**config.mk**
```make
export PLATFORM = sky130hd
export DESIGN_NAME = dr_alm_pipe
export DESIGN_NICKNAME = d
export VERILOG_FILES = /design/src/rtl/dr_alm_pipe.sv
export SDC_FILE = /design/constraint.sdc
export NUM_CORES = 1
export LEC_CHECK = 0
export ABC_CLOCK_PERIOD_IN_PS = 4200
export CAP_MARGIN = 25
export CORE_MARGIN = 2
export CORE_UTILIZATION = 60
export CTS_CLUSTER_DIAMETER = 40
export DETAILED_ROUTE_END_ITERATION = 12
export DONT_BUFFER_PORTS = 1
export PLACE_DENSITY = 0.76
export SYNTH_ARGS = -nofsm -noshare
export SYNTH_HDL_FRONTEND = slang
export SYNTH_SLANG_ARGS = --single-unit
export TNS_END_PERCENT = 50
```
**constraint.sdc**
```tcl
create_clock -name i_clk -period 4.2 [get_ports i_clk]
set_input_delay 1.05 -clock i_clk [delete_from_list [all_inputs] [get_ports i_clk]]
set_output_delay 1.05 -clock i_clk [all_outputs]
set_load 0.01 [all_outputs]
```
**src/rtl/dr_alm_pipe.sv**
```systemverilog
// rtl/dr_alm_pipe.sv - 3-stage pipelined dynamic-range approximate logarithmic multiplier (DR-ALM-t)
//
// Ports:
//   i_clk, i_rst             clock, asynchronous active-high reset
//   i_valid, o_ready         operand-side handshake
//   i_a, i_b [WIDTH]         operands
//   i_signed                 1 = two's complement operands, 0 = unsigned
//   i_tag [TAG_WIDTH]        sideband returned with the result
//   o_valid, i_ready         result-side handshake
//   o_z [2*WIDTH]            approximate product
//   o_tag [TAG_WIDTH]        tag of the result
module dr_alm_pipe #(
    parameter int WIDTH       = 16,
    parameter int TRUNC_WIDTH = 6,
    parameter int TAG_WIDTH   = 4
) (
    input  logic                   i_clk,
    input  logic                   i_rst,
    input  logic                   i_valid,
    output logic                   o_ready,
    input  logic [WIDTH-1:0]       i_a,
    input  logic [WIDTH-1:0]       i_b,
    input  logic                   i_signed,
    input  logic [TAG_WIDTH-1:0]   i_tag,
    output logic                   o_valid,
    input  logic                   i_ready,
    output logic [2*WIDTH-1:0]     o_z,
    output logic [TAG_WIDTH-1:0]   o_tag
);

    localparam int KW = $clog2(WIDTH);
    localparam int SW = KW + 1;
    localparam int ZW = 2 * WIDTH;
    localparam int T  = TRUNC_WIDTH;
    localparam logic [KW-1:0] KMAX  = KW'(WIDTH - 1);
    localparam logic [SW-1:0] SHMAX = SW'(ZW - 1);

    function automatic logic [WIDTH-1:0] f_mag(input logic [WIDTH-1:0] v, input logic sg);
        f_mag = (sg && v[WIDTH-1]) ? -v : v;
    endfunction

    function automatic logic [KW-1:0] f_lead(input logic [WIDTH-1:0] v);
        f_lead = '0;
        for (int i = 0; i < WIDTH; i++) begin
            if (v[i]) f_lead = KW'(i);
        end
    endfunction

    // Upper t-1 fraction bits below the leading one. The truncated fraction's
    // forced low 1 is not stored; it is folded into the stage-2 adder.
    function automatic logic [T-2:0] f_xh(input logic [WIDTH-1:0] v, input logic [KW-1:0] k);
        logic [WIDTH-1:0] norm;
        norm = v << (KMAX - k);
        f_xh = (T-1)'(norm >> (WIDTH - T));
    endfunction

    // ---------------- handshake ----------------
    logic r_v1, r_v2, r_v3;
    logic w_adv1, w_adv2, w_adv3;

    assign w_adv3  = !r_v3 || i_ready;
    assign w_adv2  = !r_v2 || w_adv3;
    assign w_adv1  = !r_v1 || w_adv2;
    assign o_ready = w_adv1;

    // ---------------- stage 1 logic ----------------
    logic [WIDTH-1:0] w_mag_a, w_mag_b;
    logic [KW-1:0]    w_ka, w_kb;
    logic [T-2:0]     w_xa, w_xb;
    logic             w_s, w_zero;

    assign w_mag_a = f_mag(i_a, i_signed);
    assign w_mag_b = f_mag(i_b, i_signed);
    assign w_ka    = f_lead(w_mag_a);
    assign w_kb    = f_lead(w_mag_b);
    assign w_xa    = f_xh(w_mag_a, w_ka);
    assign w_xb    = f_xh(w_mag_b, w_kb);
    assign w_s     = i_signed && (i_a[WIDTH-1] ^ i_b[WIDTH-1]);
    assign w_zero  = (w_mag_a == '0) || (w_mag_b == '0);

    logic                 r_s1, r_zero1;
    logic [KW-1:0]        r_ka1, r_kb1;
    logic [T-2:0]         r_xa1, r_xb1;
    logic [TAG_WIDTH-1:0] r_tag1;

    // ---------------- stage 2 logic ----------------
    // With xt = {xh, 1}: (xt_a + xt_b + 1) >> 1 == xh_a + xh_b + 1, and the
    // dropped LSB of the full sum is always 1, so w_hs is sum[t:1].
    logic [T-1:0]  w_hs;
    logic [SW-1:0] w_ks;
    logic [T-1:0]  w_m;

    assign w_hs = {1'b0, r_xa1} + {1'b0, r_xb1} + {{(T-1){1'b0}}, 1'b1};
    assign w_ks = {1'b0, r_ka1} + {1'b0, r_kb1} + {{KW{1'b0}}, w_hs[T-1]};
    assign w_m  = {1'b1, w_hs[T-2:0]};

    logic                 r_s2, r_zero2;
    logic [SW-1:0]        r_ks2;
    logic [T-1:0]         r_m2;
    logic [TAG_WIDTH-1:0] r_tag2;

    // ---------------- stage 3 logic ----------------
    logic [SW-1:0] w_sh;
    logic [ZW-1:0] w_p, w_z;

    assign w_sh = SHMAX - r_ks2;
    assign w_p  = {r_m2, {(ZW-T){1'b0}}} >> w_sh;
    assign w_z  = r_zero2 ? '0 : (r_s2 ? -w_p : w_p);

    logic [ZW-1:0]        r_z3;
    logic [TAG_WIDTH-1:0] r_tag3;

    assign o_valid = r_v3;
    assign o_z     = r_z3;
    assign o_tag   = r_tag3;

    // ---------------- pipeline registers ----------------
    always_ff @(posedge i_clk or posedge i_rst) begin
        if (i_rst) begin
            r_v1   <= 1'b0;
            r_s1   <= 1'b0;
            r_zero1<= 1'b0;
            r_ka1  <= '0;
            r_kb1  <= '0;
            r_xa1  <= '0;
            r_xb1  <= '0;
            r_tag1 <= '0;
            r_v2   <= 1'b0;
            r_s2   <= 1'b0;
            r_zero2<= 1'b0;
            r_ks2  <= '0;
            r_m2   <= '0;
            r_tag2 <= '0;
            r_v3   <= 1'b0;
            r_z3   <= '0;
            r_tag3 <= '0;
        end else begin
            if (w_adv1) begin
                r_v1 <= i_valid;
                if (i_valid) begin
                    r_s1    <= w_s;
                    r_zero1 <= w_zero;
                    r_ka1   <= w_ka;
                    r_kb1   <= w_kb;
                    r_xa1   <= w_xa;
                    r_xb1   <= w_xb;
                    r_tag1  <= i_tag;
                end
            end
            if (w_adv2) begin
                r_v2 <= r_v1;
                if (r_v1) begin
                    r_s2    <= r_s1;
                    r_zero2 <= r_zero1;
                    r_ks2   <= w_ks;
                    r_m2    <= w_m;
                    r_tag2  <= r_tag1;
                end
            end
            // Result registers only load with a real operation, so o_z/o_tag
            // hold while stalled and across bubbles.
            if (w_adv3) begin
                r_v3 <= r_v2;
                if (r_v2) begin
                    r_z3   <= w_z;
                    r_tag3 <= r_tag2;
                end
            end
        end
    end

endmodule

```
==> results.sh <==
export IMPL_route_detailed_drc=0
export IMPL_synth_area_sq_um=7067
export IMPL_drt_iter0_markers=531
export IMPL_gp_congestion=1.038
export IMPL_grt_pass1_vias=6406
export IMPL_path_max_fanout=22
export IMPL_holdWs_ps=461.8
export IMPL_synth_seq_cells=80
export IMPL_finish_net_count=910
export IMPL_worstPathArrival_ps=4130
export IMPL_fin_tns_setup_ps=0
export IMPL_period_needed_ps=3883
export IMPL_seqCellArea_sq_um=2002
export IMPL_hpwl_um=13910
export IMPL_syn2layout_area_growth_pct=6.976
export IMPL_worstSetupEndpointType="register"
export IMPL_layout_commonest_cell="nand2_1"
export IMPL_yosys_warnings=0
export IMPL_rows=39
export IMPL_fin_ws_ps=317.2
export IMPL_p_leak_nw=3.180
export IMPL_cts_root_buf="clkbuf_16"
export IMPL_crit_path_end="o_z[16]"
export IMPL_dpl_worst_slack_ps=82.03
export IMPL_wl_per_cell_um=18.20
export IMPL_cts_resized=0
export IMPL_drive_gt1_share_pct=10.47
export IMPL_synth_cell_types=88
export IMPL_max_cap_viol_count=0
export IMPL_initial_core_util_pct=61.63
export IMPL_top_level_ports=79
export IMPL_worstPathCellList="mux2_2 -> a21oi_1 -> o22ai_1 -> o41a_1 -> a2111o_1 -> nor3_1 -> nand2b_1 -> xnor2_1 -> o31ai_1"
export IMPL_io_buffers=0
export IMPL_required_ps=4450
export IMPL_critPathLaunch="r_ks2[1]"
export IMPL_grt_usage_pct=29.19
export IMPL_async_flop_share_pct=100.0
export IMPL_cts_tree="done"
export IMPL_total_power_mw=4.163
export IMPL_via_count=6537
export IMPL_r2r_end="o_z[16]"
export IMPL_clk_transition_reported_paths_ps=60
export IMPL_rsz0062_at_grt="no"
export IMPL_hold_class="in -> async"
export IMPL_reg2reg_depth=9
export IMPL_ys_flop_type="dfrtp_1"
export IMPL_die_h_um=112.5
export IMPL_post_cts_buffers=0
export IMPL_clock_sinks=80
export IMPL_syn_nets=924
export IMPL_multiInputGateArea_sq_um=4745
export IMPL_antenna_cells=0
export IMPL_grt_max_degree=59
export IMPL_vdd_ir_drop_max_mv=0.4242
export IMPL_syn_avg_cell_area_sq_um=8.132
export IMPL_status="finished clean"
export IMPL_drt_total_wl_um=18250
export IMPL_r2r_start="r_ks2[1]"
export IMPL_critPathSlowestCell="dfrtp_1"
export IMPL_max_stage_delay_ps=770
export IMPL_period_share_pct=92.45
export IMPL_final_cell_mix="134 x nand2_1, 80 x dfrtp_1, 64 x o21ai_0"
export IMPL_ys_seq_area_share_pct=28.33
export IMPL_clk_latency_ps=340
export IMPL_cts_path_max_buffers=2
export IMPL_hold_viol_final=0
export IMPL_cts_hold_buf=0
export IMPL_core_area_sq_um=11470
export IMPL_post_route_util_pct=65.92
export IMPL_max_freq_mhz=257.5
export IMPL_cp_start_kind="register"
export IMPL_ant_nets=0
export IMPL_slew_viol_final=0
export IMPL_num_fill_cells=994
export IMPL_criticalPathCategory="reg -> reg"
export IMPL_overflow=0
export IMPL_synth_edf_count=0
export IMPL_cts_buffers=9
export IMPL_avgViaCountPerCell=6.517
export IMPL_power_density_nw_per_um2=550.7
export IMPL_worst_pin_slew_ps=948.4
export IMPL_rrSetupSlack_ps=320
export IMPL_synthesis_instances=869
export IMPL_slew_limit_headroom_pct=36.77
export IMPL_die_area_sq_um=12660
export IMPL_drt_pre_antenna_iters=7
export IMPL_htreeDepth=3
export IMPL_setup_violations=0
export IMPL_die_w_um=112.5
export IMPL_grt_first_pass_wirelength_um=30700
export IMPL_antenna_found_initial=0
export IMPL_skew_ps=9.999
## area by class of cell
| type | count | area share, % |
|---|---|---|
| repair buffers | 27 | 3.112 |
| multi-input cells | 712 | 62.76 |
| inverters | 25 | 1.258 |
| well taps | 143 | 2.367 |
| clock buffers | 9 | 2.979 |
| flip-flops and latches | 80 | 26.48 |
| clock inverters | 7 | 1.043 |
## per-stage QoR
stage / area (sq um) / instances
6_report: 7560 / 1003
3_5_place_dp: 7228 / 986
3_3_place_gp: 7228 / 986
5_1_grt: 7560 / 1003
4_1_cts: 7532 / 1002
2_1_floorplan: 7067 / 869
## report_power, final
part	switching, mW	internal [mW]
registers	0.301	0.966
clock network	0.330	0.466
logic	1.26	0.840
## cells by family after synthesis
group	Yosys count	share of synthesized area (%)
flip-flops	80	28.33
buffers and inverters	77	4.532
AND/OR/NAND/NOR	315	21.44
AO/OA/AOI/OAI	256	25.07
adder cells (fa/ha/maj)	14	2.797
multiplexers	63	9.897
XOR/XNOR	64	7.932
## layer usage
layer / vias up / GRT usage [%] / routed length, um
met5: - / 0 / 0
met4: 0 / 8.780 / 384
met3: 31 / 4.158 / 963
met2: 246 / 53.17 / 9446
met1: 3118 / 35.80 / 7456
li1: 3142 / - / -
## cells in the mapped netlist (all sizes together), types with 5 or more instances
| cell | instances | area share [%] |
|---|---|---|
| a21boi | 5 | 0.53 |
| a21o | 9 | 0.96 |
| a21oi | 44 | 3.1 |
| a31oi | 19 | 1.8 |
| and2 | 12 | 1.1 |
| buf | 15 | 1.2 |
| clkbuf | 37 | 2.0 |
| dfrtp | 80 | 28 |
| ha | 11 | 1.9 |
| inv | 25 | 1.3 |
| mux2 | 25 | 4.0 |
| mux2i | 35 | 5.0 |
| nand2 | 134 | 7.1 |
| nand2b | 15 | 1.3 |
| nand3 | 14 | 0.99 |
| nand3b | 6 | 0.64 |
| nand4 | 9 | 0.80 |
| nor2 | 57 | 3.0 |
| nor2b | 6 | 0.53 |
| nor3 | 25 | 1.8 |
| nor3b | 5 | 0.53 |
| nor4 | 9 | 1.2 |
| o211ai | 5 | 0.53 |
| o21a | 9 | 0.96 |
| o21ai | 73 | 5.2 |
| o22ai | 13 | 1.2 |
| o31ai | 13 | 1.9 |
| or2 | 6 | 0.53 |
| or3 | 5 | 0.44 |
| xnor2 | 36 | 4.5 |
| xor2 | 28 | 3.5 |
## registers in the layout, indices dropped and copies added, names as in the netlist
register  flops
r_xa1         5
o_tag         4
r_ka1         4
o_z          32
r_s2          1
r_xb1         5
r_v2          1
r_m2          6
r_ks2         5
r_zero1       1
r_tag1        4
r_kb1         4
o_valid       1
r_v1          1
r_tag2        4
r_s1          1
r_zero2       1
## worst max-delay path, delay by kind of cell (launching register included)
| kind | cells | cell delay (ps) |
|---|---|---|
| AO/OA/AOI/OAI | 5 | 1760 |
| XOR/XNOR | 1 | 100 |
| flip-flops | 1 | 770 |
| multiplexers | 1 | 430 |
| AND/OR/NAND/NOR | 2 | 720 |
## how the worst min path moves through the flow
stage,start,endpoint,slack (ps),depth (start not counted)
2_1_floorplan,r_s1,r_s1,430,2
3_3_place_gp,r_s1,r_s1,450,2
3_5_place_dp,r_tag1[0],r_tag1[0],470,2
4_1_cts,r_tag1[0],r_tag1[0],480,2
5_1_grt,i_rst,o_tag[2],460,1
6_report,i_rst,o_z[6],460,1
(Power assumes the default switching activity.)
